===== config.mk =====
export PLATFORM = sky130hd
export DESIGN_NAME = dec_sel_arb
export DESIGN_NICKNAME = d
export VERILOG_FILES = /design/src/rtl/dec_sel_arb.sv
export SDC_FILE = /design/constraint.sdc
export NUM_CORES = 1
export LEC_CHECK = 0
export ABC_AREA = 1
export CORE_MARGIN = 5
export CORE_UTILIZATION = 27
export DETAILED_ROUTE_END_ITERATION = 7
export GPL_ROUTABILITY_DRIVEN = 0
export PLACE_DENSITY = 0.52
export SLEW_MARGIN = 20
export SYNTH_ARGS = -nofsm -noshare
export SYNTH_HDL_FRONTEND = slang
export SYNTH_SLANG_ARGS = --single-unit

===== constraint.sdc =====
create_clock -name sys_clk -period 6.1 [get_ports sys_clk]
set_input_delay 1.525 -clock sys_clk [delete_from_list [all_inputs] [get_ports sys_clk]]
set_output_delay 1.525 -clock sys_clk [all_outputs]
set_load 0.1 [all_outputs]

===== src/rtl/dec_sel_arb.sv =====
// Round-robin owner of a shared 3-to-8 select decoder, with a dead cycle between owners.
// Optional DEC_SEL_ARB_LOCK_EN adds a lock input that suppresses hold-limit preemption.
module dec_sel_arb #(
   parameter int HOLD_MAX = 15,
   parameter int CNT_W    = 4
) (
   input  logic       sys_clk,
   input  logic       resetl,
   input  logic [7:0] req,
`ifdef DEC_SEL_ARB_LOCK_EN
   input  logic       lock,
`endif
   output logic       sel_a,
   output logic       sel_b,
   output logic       sel_c,
   output logic       sel_gl,
   output logic [7:0] gnt,
   output logic       busy
);

   typedef enum logic [1:0] {
      IDLE,
      GRANT,
      TURN
   } state_t;

   localparam logic [CNT_W-1:0] LIM =
      CNT_W'((HOLD_MAX > 0) ? HOLD_MAX - 1 : 0);

   state_t           state, state_nx;
   logic [2:0]       owner, owner_nx, pick, idx;
   logic [CNT_W-1:0] hold_cnt, hold_nx;
   logic             any_req, other_req;
   logic             hold_hit, lock_on, found;

`ifdef DEC_SEL_ARB_LOCK_EN
   assign lock_on = lock;
`else
   assign lock_on = 1'b0;
`endif

   assign any_req   = |req;
   assign other_req = |(req & ~(8'b1 << owner));
   assign hold_hit  = (HOLD_MAX != 0) && (hold_cnt >= LIM)
                      && other_req && !lock_on;

   // Current owner is visited last, giving it the lowest priority.
   always_comb begin
      pick  = owner;
      idx   = owner;
      found = 1'b0;
      for (int k = 1; k <= 8; k++) begin
         idx = owner + 3'(k);
         if (!found && req[idx]) begin
            pick  = idx;
            found = 1'b1;
         end
      end
   end

   always_comb begin
      state_nx = state;
      owner_nx = owner;
      hold_nx  = hold_cnt;
      unique case (state)
         IDLE: begin
            if (any_req) begin
               state_nx = GRANT;
               owner_nx = pick;
               hold_nx  = '0;
            end
         end
         GRANT: begin
            if (hold_cnt != '1)
               hold_nx = hold_cnt + CNT_W'(1);
            if (!req[owner] || hold_hit)
               state_nx = TURN;
         end
         TURN: begin
            if (any_req) begin
               state_nx = GRANT;
               owner_nx = pick;
               hold_nx  = '0;
            end else begin
               state_nx = IDLE;
            end
         end
         default: state_nx = IDLE;
      endcase
   end

   always_ff @(posedge sys_clk or negedge resetl) begin
      if (!resetl) begin
         state    <= IDLE;
         owner    <= 3'd7;
         hold_cnt <= '0;
         gnt      <= '0;
         sel_gl   <= 1'b1;
         busy     <= 1'b0;
      end else begin
         state    <= state_nx;
         owner    <= owner_nx;
         hold_cnt <= hold_nx;
         gnt      <= (state_nx == GRANT) ? (8'b1 << owner_nx) : 8'b0;
         sel_gl   <= (state_nx != GRANT);
         busy     <= (state_nx != IDLE);
      end
   end

   assign {sel_c, sel_b, sel_a} = owner;

endmodule


==> insert_results.sql, run 1 <==
INSERT INTO impl_metrics (metric_group, metric, value, unit) VALUES
('timing', 'final.period_utilization', '62.14', '%'),
('floorplan', 'design.portCount', '23', ''),
('synthesis', 'synth.avg_cell_area', '6.808', 'µm²'),
('global_route', 'global_route_wire_length_before_repair', '8100', 'µm'),
('run', 'maxCapViolations', '0', ''),
('floorplan', 'die-width', '92.82', 'µm'),
('min_path', 'worstHoldEndpoint', 'hold_cnt[3]', ''),
('timing', 'timing.final.hold_violations', '0', ''),
('place', 'place.port_buffers', '22', ''),
('clocking', 'cts_tree', 'done', ''),
('clocking', 'post_cts.repair.setup_buffers', '0', ''),
('drt', 'detail_route.wl_per_cell', '12.26', 'µm'),
('clocking', 'htreeDepth', '1', ''),
('drt', 'dr.pass1.iters', '5', ''),
('drt', 'route.detailed.drc', '0', ''),
('drt', 'dr_total_vias', '1733', ''),
('timing', 'setup-tns-final', '0', 'ns'),
('critical_path', 'critPathTopFamily', 'buffers and inverters', ''),
('critical_path', 'timing.critical_path.cells', 'clkdlybuf4s50_1', ''),
('final_layout', 'post-route-util', '32.46', '%'),
('critical_path', 'crit-reg2reg-capture', 'gnt[3]', ''),
('critical_path', 'regToRegSetupSlack', '2.83', 'ns'),
('global_route', 'grt_max_degree', '20', ''),
('critical_path', 'worstReg2RegStart', 'owner[0]', ''),
('final_layout', 'commonest_non_fill_non_tap_cells_in_the_layout', '87 x nand2_1, 38 x nand3_1, 31 x inv_1', ''),
('min_path', 'min_delay_path_depth', '1', ''),
('clocking', 'post_cts_hold_buffer_count', '0', ''),
('critical_path', 'worstSetupEndpointType', 'output pin', ''),
('critical_path', 'critical_path_required', '4.58', 'ns'),
('timing', 'rsz0062_at_grt', 'false', ''),
('clocking', 'clock_buffers_created_by_tritoncts', '3', ''),
('critical_path', 'crit_fanout', '15', ''),
('synthesis', 'fraction_of_synthesis_flops_using_an_asynchronous_set_or_reset_pin', '100.0', '%'),
('floorplan', 'core.rowCount', '30', ''),
('critical_path', 'cp_slowest_cell', 'clkdlybuf4s50_1', ''),
('timing', 'timing_worst_slew_pin_value', '0.9786', 'ns'),
('drt', 'vias_per_cell', '4.634', ''),
('synthesis', 'postSynth.topFlopCell', 'dfrtp_1', ''),
('clocking', 'cts.path.max_buffers', '2', ''),
('synthesis', 'yosys_warnings', '0', ''),
('synthesis', 'synth.cell_area', '1852', 'µm²'),
('timing', 'final_period_minus_worst_setup_slack', '3.791', 'ns'),
('synthesis', 'yosys_cell_types', '29', ''),
('critical_path', 'critical_path.n_buffers_inverters', '1', ''),
('critical_path', 'arrival', '2.27', 'ns'),
('place', 'dp.final_hpwl', '3574', 'µm'),
('final_layout', 'area_delta_synth_final', '17.77', '%'),
('floorplan', 'core_area', '6719', 'µm²'),
('drt', 'drt_first_iter_violations', '111', ''),
('timing', 'tightest_slew_margin_relative_to_the_limit', '34.55', '%'),
('critical_path', 'worstRegToRegCells', '16', ''),
('clocking', 'cts.sink_count', '19', ''),
('clocking', 'clk_pin_slew_worst_paths', '0.07', 'ns'),
('synthesis', 'synth-seq-cells', '19', ''),
('global_route', 'globalRouteTotalUtil', '11.26', '%'),
('floorplan', 'initial_utilization', '27.56', '%'),
('final_layout', 'final_nets', '313', ''),
('critical_path', 'timing_worst_setup_path_type', 'flip-flop to output pin', ''),
('min_path', 'min-delay-path-class', 'flip-flop to flip-flop', ''),
('synthesis', 'syn_inst', '272', ''),
('status', 'run_status', 'complete, no violations', ''),
('clocking', 'cts_repair_resize_count', '0', ''),
('timing', 'clock-skew-final', '0.001680', 'ns'),
('critical_path', 'cp_slowest_stage_delay', '1.23', 'ns'),
('synthesis', 'synth_edf_count', '0', ''),
('synthesis', 'share_of_the_yosys_chip_area_belonging_to_registers', '25.95', '%'),
('min_path', 'min_from', 'hold_cnt[3]', ''),
('synthesis', 'net_count_of_the_mapped_netlist', '290', ''),
('timing', 'fmax', '263.8', 'MHz'),
('final_layout', 'drive_above_1_share', '16.33', '%'),
('clocking', 'clk-insertion-delay-late', '0.25', 'ns');
## cell families after synthesis
logic type	Yosys count	synth area share, %
AOI/OAI and AO/OA	21	6.825
xor gates and xnor gates	3	2.433
adders and majority gates	8	5.406
buffers and inverters	40	9.324
DFF	19	25.95
and+or+nand+nor	181	50.07
## cell type report
cell class,instances,area (µm²),share of cell area [%]
clock buffers,3,41.29,1.893
clock inverters,1,5.005,0.2295
inverters,36,135.1,6.196
multi-input cells,213,1199,54.96
flip-flops and latches,19,480.5,22.03
well taps,80,100.1,4.590
repair buffers,22,220.2,10.10
## flip-flops by register name (all words and copies together) (netlist names)
signal,cells
owner,3
hold_cnt,4
busy,1
sel_gl,1
state,2
gnt,8
## cell usage after synthesis (2+ instances only)
master | n | share of area (%)
a21oi_1 | 9 | 2.4
buf_4 | 2 | 0.81
buf_6 | 2 | 1.2
dfrtp_1 | 15 | 20
dfstp_2 | 4 | 5.7
ha_1 | 8 | 5.4
inv_1 | 31 | 6.3
inv_2 | 5 | 1.0
nand2_1 | 87 | 18
nand2_2 | 13 | 4.4
nand2_4 | 5 | 3.0
nand3_1 | 38 | 10
nand3_2 | 8 | 4.3
nand4_1 | 4 | 1.4
nand4_4 | 2 | 2.3
nor2_1 | 19 | 3.9
nor2_4 | 2 | 1.2
o21ai_0 | 6 | 1.6
o21ai_2 | 2 | 0.95
## per-layer routing
metal | track usage [%] | part of all wire (%)
met1 | 15.63 | 49
met2 | 18.96 | 48
met3 | 1.137 | 2.9
met4 | 2.198 | 0.37
met5 | 0 | 0
## metrics by stage
step / hold slack, ns / std cells / setup WS [ns] / cell area [µm²]
floorplan: 0.4348 / 272 / 3.063 / 1852
global placement: 0.4573 / 370 / 2.453 / 2135
detailed placement: 0.4559 / 370 / 2.435 / 2135
CTS: 0.4653 / 374 / 2.299 / 2181
global route: 0.5029 / 374 / 2.235 / 2181
finish: 0.4625 / 374 / 2.309 / 2181
## worst max-delay path by stage
stage | slack, ns | end | startpoint | depth (start not counted)
after floorplan | 3.06 | gnt[4] | owner[1] | 18
after global placement | 2.45 | gnt[3] | req[2] | 15
after detailed placement | 2.44 | gnt[7] | req[2] | 15
after CTS | 2.30 | sel_c | owner[2] | 1
after global routing | 2.24 | sel_c | owner[2] | 1
final | 2.31 | sel_c | owner[2] | 1
Power of run 1 is left out: the tool's default activity adds up to more than one toggle a clock period on the data nets, which glitch-free logic cannot reach.
==> run 2, diff against run 1 <==
- clock period: 6.1 -> 3.6 ns (I/O delays scaled with it)
==> run 2 against run 1 <==
  * Routed wire length is 0.11% higher
  * Setup slack got worse by 1.4 ns
  * Die area stayed put
  * Largest cell class unchanged
  * Utilization up 0.34 points
  * Global-route usage is 0.15 points lower
  * Clock skew increased by 0.0036 ns
  * Final cell count up 1.3%
  * Hold slack better by 0.0012 ns
==> insert_results.sql, run 2 (synthesized netlist as in run 1, its figures left out) <==
INSERT INTO impl_metrics (metric_group, metric, value, unit) VALUES
('global_route', 'grt_pass1_vias', '1686', ''),
('drt', 'drt_first_iter_violations', '89', ''),
('floorplan', 'core.rowCount', '30', ''),
('timing', 'final_period_minus_worst_setup_slack', '2.734', 'ns'),
('clocking', 'cts_tree', 'done', ''),
('timing', 'tightest_slew_margin_relative_to_the_limit', '34.19', '%'),
('global_route', 'grt.overflow.total', '0', ''),
('critical_path', 'cp_slowest_stage_delay', '0.55', 'ns'),
('timing', 'clock-skew-final', '0.005285', 'ns'),
('clocking', 'clock_buffers_created_by_tritoncts', '3', ''),
('final_layout', 'largest_register_ff_count', '8', ''),
('clocking', 'clk-insertion-delay-late', '0.25', 'ns'),
('timing', 'slack_of_the_critical_path', '0.8659', 'ns'),
('critical_path', 'critical_path_required', '3.78', 'ns'),
('drt', 'met3_length', '96', 'µm'),
('drt', 'route.detailed.drc', '0', ''),
('timing', 'final.period_utilization', '75.95', '%'),
('timing', 'final-setup-viol-count', '0', ''),
('place', 'place_ws', '0.5856', 'ns'),
('critical_path', 'worstSetupEndpointType', 'flip-flop', ''),
('final_layout', 'drive_above_1_share', '19.73', '%'),
('place', 'placedInstanceArea', '2157', 'µm²'),
('clocking', 'cts.sink_count', '19', ''),
('critical_path', 'timing_worst_setup_path_type', 'flip-flop to flip-flop', ''),
('floorplan', 'die_height', '92.82', 'µm'),
('drt', 'drt-met1-wl', '2270', 'µm'),
('critical_path', 'timing.critical_path.cells', 'inv_2, ha_1, inv_1, nand3_1, nand3_2, nand2_4, inv_1, nand3_2, nor2_4, nand4_4, nand2_1, inv_1, nand2_2, nand2_2, nand2_4, nand2_4, nor2_1', ''),
('drt', 'vias_per_cell', '4.641', ''),
('final_layout', 'final_std_cell_area_no_fill', '2203', 'µm²'),
('clocking', 'clk_pin_slew_worst_paths', '0.07', 'ns'),
('timing', 'fmax', '365.8', 'MHz'),
('timing', 'timing.hold.ws', '0.4637', 'ns'),
('critical_path', 'worstReg2RegStart', 'owner[0]', ''),
('final_layout', 'num_antenna_cells', '0', ''),
('final_layout', 'largestRegisters', 'gnt x8, hold_cnt x4, owner x3', ''),
('run', 'maxCapViolations', '0', ''),
('global_route', 'grt_antenna_before_repair', '0', ''),
('clocking', 'post_cts.repair.setup_buffers', '0', ''),
('critical_path', 'crit_fanout', '7', ''),
('final_layout', 'area_delta_synth_final', '18.99', '%'),
('final_layout', 'commonest_non_fill_non_tap_cells_in_the_layout', '87 x nand2_1, 38 x nand3_1, 31 x inv_1', ''),
('final_layout', 'max_flop_register', 'gnt', ''),
('timing', 'setup-tns-final', '0', 'ns'),
('floorplan', 'core_area', '6719', 'µm²'),
('place', 'place.port_buffers', '22', ''),
('drt', 'dr.pass1.iters', '4', ''),
('timing', 'rsz0062_at_grt', 'false', ''),
('drt', 'dr_total_vias', '1759', ''),
('status', 'run_status', 'complete, no violations', ''),
('critical_path', 'timing.critical_path.from', 'owner[0]', ''),
('drt', 'topRoutingLayerUsed', 'met4', ''),
('floorplan', 'die-width', '92.82', 'µm'),
('global_route', 'globalRouteTotalUtil', '11.11', '%'),
('min_path', 'min-delay-path-class', 'flip-flop to flip-flop', ''),
('critical_path', 'cp_slowest_cell', 'dfstp_2', ''),
('clocking', 'cts.root.buffer_cell', 'clkbuf_8', ''),
('critical_path', 'arrival', '2.92', 'ns'),
('timing', 'slew_violations', '0', ''),
('drt', 'drt_wl_total', '4591', 'µm'),
('clocking', 'post_cts_hold_buffer_count', '0', ''),
('floorplan', 'initial_utilization', '27.56', '%'),
('global_route', 'global_route_wire_length_before_repair', '7948', 'µm'),
('clocking', 'cts_repair_resize_count', '0', ''),
('place', 'dp.final_hpwl', '3657', 'µm'),
('drt', 'detail_route.wl_per_cell', '12.11', 'µm'),
('clocking', 'htreeDepth', '1', ''),
('timing', 'timing.final.hold_violations', '0', ''),
('global_route', 'grt_max_degree', '20', ''),
('drt', 'post_route_antenna_net_violation_count', '0', ''),
('timing', 'timing_worst_slew_pin_value', '0.9841', 'ns'),
('final_layout', 'final_common_cell', 'nand2_1', ''),
('final_layout', 'final.fill_count', '713', ''),
('min_path', 'min_from', 'hold_cnt[3]', ''),
('drt', 'route.met2.wl', '2204', 'µm'),
('floorplan', 'design.portCount', '23', ''),
('floorplan', 'fp.dieArea', '8615', 'µm²'),
('clocking', 'cts.path.max_buffers', '2', ''),
('critical_path', 'crit_path_start_kind', 'flip-flop', ''),
('final_layout', 'final_nets', '318', '');
[run 2: cell count changes in the layout (fill, tap and decap cells not counted), sizes merged]
cell / previous run / this run
buf: 0 / 11
clkdlybuf4s50: 22 / 16
[run 2: path summary, 6_finish.rpt]
| path | endpoint | slack [ns] | cells after the start |
|---|---|---|---|
| min in group asynchronous | gnt[6] | 1.11 | 1 |
| worst min register to register | hold_cnt[3] | 0.46 | 1 |
| worst max register to register | gnt[4] | 0.87 | 17 |
| max in group asynchronous | hold_cnt[1] | 1.98 | 1 |
| worst max-delay path | gnt[4] | 0.87 | 17 |
| worst min-delay path | hold_cnt[3] | 0.46 | 1 |
[run 2: worst max-delay path: cells and delay by family (launching register included)]
kind          cells  cell delay, ns
simple gates     12            1.26
flops             1            0.55
fa+ha+maj         1            0.39
buf+inv           4            0.46
[run 2: metrics by stage]
stage / cells / utilization (%)
5_1_grt: 379 / 32.79
2_1_floorplan: 272 / -
3_5_place_dp: 375 / 32.10
6_report: 379 / 32.79
4_1_cts: 379 / 32.79
3_3_place_gp: 375 / 32.10
[run 2: cell type report]
type | instances | area (µm²) | share of cell area (%)
Tap cell | 80 | 100.1 | 4.543
Multi-Input combinational cell | 213 | 1199 | 54.40
Clock inverter | 1 | 5.005 | 0.2271
Timing Repair Buffer | 27 | 242.7 | 11.02
Sequential cell | 19 | 480.5 | 21.81
Inverter | 36 | 135.1 | 6.133
Clock buffer | 3 | 41.29 | 1.874
[run 2: per-layer routing]
| layer | up-vias | GRT usage, % |
|---|---|---|
| met1 | 814 | 15.38 |
| met3 | 2 | 0.8123 |
| li1 | 925 | - |
| met5 | - | 0 |
| met2 | 18 | 18.78 |
| met4 | 0 | 2.564 |
Power of run 2 is left out for the same reason.
==> run 3, diff against run 2 <==
- clock period: 3.6 -> 2.67 ns (I/O delays scaled with it)
==> run 3 against run 2 <==
  * Routed wire length is 5.2% higher
  * Count of clock-buffer cells in the layout is 1 higher
  * Global-route usage is 0.60 points higher
  * First-iteration DRC count is 35% higher
  * Flip-flop and latch count stayed put
  * Critical path depth stayed put
  * Critical path type unchanged
  * Hold slack better by 0.0020 ns
==> insert_results.sql, run 3 (synthesized netlist as in run 1, its figures left out) <==
INSERT INTO impl_metrics (metric_group, metric, value, unit) VALUES
('critical_path', 'cp_slowest_cell', 'dfstp_4', ''),
('drt', 'vias_per_cell', '4.578', ''),
('timing', 'timing.hold.ws', '0.4657', 'ns'),
('floorplan', 'core_area', '6719', 'µm²'),
('place', 'place_ws', '-0.03254', 'ns'),
('drt', 'dr.pass1.iters', '4', ''),
('final_layout', 'max_flop_register', 'gnt', ''),
('drt', 'dr_total_vias', '1822', ''),
('floorplan', 'die-width', '92.82', 'µm'),
('final_layout', 'final_std_cell_area_no_fill', '2504', 'µm²'),
('clocking', 'cts.path.max_buffers', '2', ''),
('critical_path', 'critPathTopFamily', 'simple AND/OR/NAND/NOR gates', ''),
('global_route', 'grt_max_degree', '20', ''),
('clocking', 'clk-insertion-delay-late', '0.25', 'ns'),
('min_path', 'min-delay-path-class', 'flip-flop to flip-flop', ''),
('place', 'placedInstanceArea', '2316', 'µm²'),
('clocking', 'cts.root.buffer_cell', 'clkbuf_8', ''),
('timing', 'final_period_minus_worst_setup_slack', '2.622', 'ns'),
('place', 'dp.final_hpwl', '3812', 'µm'),
('floorplan', 'design.portCount', '23', ''),
('critical_path', 'crit_fanout', '6', ''),
('final_layout', 'area_occupied_by_multi_input_gates', '1349', 'µm²'),
('critical_path', 'cp_slowest_stage_delay', '0.63', 'ns'),
('global_route', 'grt_antenna_before_repair', '0', ''),
('final_layout', 'final_nets', '337', ''),
('timing', 'slew_violations', '0', ''),
('timing', 'fmax', '381.4', 'MHz'),
('drt', 'route.detailed.drc', '0', ''),
('critical_path', 'path_common_cell', 'nand2_2', ''),
('final_layout', 'area_delta_synth_final', '35.20', '%'),
('floorplan', 'fp.dieArea', '8615', 'µm²'),
('drt', 'post_route_antenna_net_violation_count', '0', ''),
('final_layout', 'commonest_non_fill_non_tap_cells_in_the_layout', '79 x nand2_1, 35 x buf_4, 30 x nand3_1', ''),
('timing', 'rsz0062_at_grt', 'true', ''),
('timing', 'final-setup-viol-count', '0', ''),
('clocking', 'clock_buffers_created_by_tritoncts', '3', ''),
('floorplan', 'core.rowCount', '30', ''),
('timing', 'setup-tns-final', '0', 'ns'),
('global_route', 'global_route_wire_length_before_repair', '8397', 'µm'),
('drt', 'drt_wl_total', '4828', 'µm'),
('clocking', 'cts.sink_count', '19', ''),
('critical_path', 'critical_path.n_buffers_inverters', '3', ''),
('drt', 'drt_first_iter_violations', '120', ''),
('floorplan', 'initial_utilization', '27.56', '%'),
('final_layout', 'final.fill_count', '709', ''),
('critical_path', 'critical_path_required', '2.85', 'ns'),
('clocking', 'htreeDepth', '1', ''),
('critical_path', 'timing.critical_path.cells', 'clkinvlp_4, ha_4, buf_6, nand3_2, nand2_2, nand2_2, nand2_4, nand3_4, nor2_4, nand4_4, nand2_1, inv_1, nand2_1, nand2_2, nand2_4, nand2_2, nor2_1', ''),
('global_route', 'grt.overflow.total', '0', ''),
('clocking', 'clk_pin_slew_worst_paths', '0.06', 'ns'),
('drt', 'detail_route.wl_per_cell', '12.13', 'µm'),
('run', 'maxCapViolations', '0', ''),
('timing', 'slack_of_the_critical_path', '0.04842', 'ns'),
('timing', 'final.period_utilization', '98.19', '%'),
('global_route', 'grt_pass1_vias', '1794', ''),
('timing', 'tightest_slew_margin_relative_to_the_limit', '79.23', '%'),
('global_route', 'globalRouteTotalUtil', '11.70', '%'),
('critical_path', 'crit_path_start_kind', 'flip-flop', ''),
('final_layout', 'largest_register_ff_count', '8', ''),
('floorplan', 'die_height', '92.82', 'µm'),
('final_layout', 'sequential_cell_area', '488.0', 'µm²'),
('clocking', 'cts_tree', 'done', ''),
('place', 'place.port_buffers', '22', ''),
('timing', 'clock-skew-final', '0.001338', 'ns'),
('critical_path', 'worstSetupEndpointType', 'flip-flop', ''),
('final_layout', 'num_antenna_cells', '0', ''),
('status', 'run_status', 'complete, no violations', ''),
('timing', 'timing.final.hold_violations', '0', ''),
('critical_path', 'arrival', '2.81', 'ns'),
('timing', 'timing_worst_slew_pin_value', '0.3093', 'ns'),
('final_layout', 'drive_above_1_share', '33.96', '%'),
('critical_path', 'timing_worst_setup_path_type', 'flip-flop to flip-flop', ''),
('final_layout', 'largestRegisters', 'gnt x8, hold_cnt x4, owner x3', ''),
('final_layout', 'final_common_cell', 'nand2_1', '');
-- run 3: what timing repair did --
item | 4_1_cts | 5_1_grt
gates resized for setup | 0 | 21
hold buffers | 0 | 0
endpoints found under the setup margin | 0 | 8
setup buffers | 0 | 7
-- run 3: final cells by class --
class | count | share of cell area [%]
inverter | 36 | 5.847
clock buffer | 4 | 1.799
tap | 80 | 3.998
multi-input combinational | 213 | 53.87
timing repair buffer | 46 | 14.99
sequential | 19 | 19.49
-- run 3: routing by layer --
layer | vias up | global-route usage [%] | wire length, µm | part of all wire, %
li1 | 964 | - | - | -
met1 | 817 | 16.22 | 2324 | 48
met2 | 34 | 19.14 | 2291 | 47
met3 | 7 | 1.056 | 131 | 2.7
met4 | 0 | 3.663 | 79 | 1.6
met5 | - | 0 | 0 | 0
-- run 3: path summary, 6_finish.rpt --
path                             startpoint           to  slack, ns  depth (start not counted)
worst min-delay path            hold_cnt[3]  hold_cnt[3]       0.47                          1
min in group asynchronous            resetl       gnt[2]       0.74                          2
max in group asynchronous            resetl       sel_gl       1.68                          2
worst max register to register     owner[1]       gnt[6]       0.05                         17
worst min register to register  hold_cnt[3]  hold_cnt[3]       0.47                          1
worst max-delay path               owner[1]       gnt[6]       0.05                         17
-- run 3: metrics by stage --
| step | utilization [%] | instances |
|---|---|---|
| final | 37.26 | 398 |
| after global routing | 37.26 | 398 |
| after CTS | 35.14 | 391 |
| after detailed placement | 34.47 | 387 |
| after global placement | 34.47 | 387 |
| after floorplan | - | 272 |
Power of run 3 is left out for the same reason.
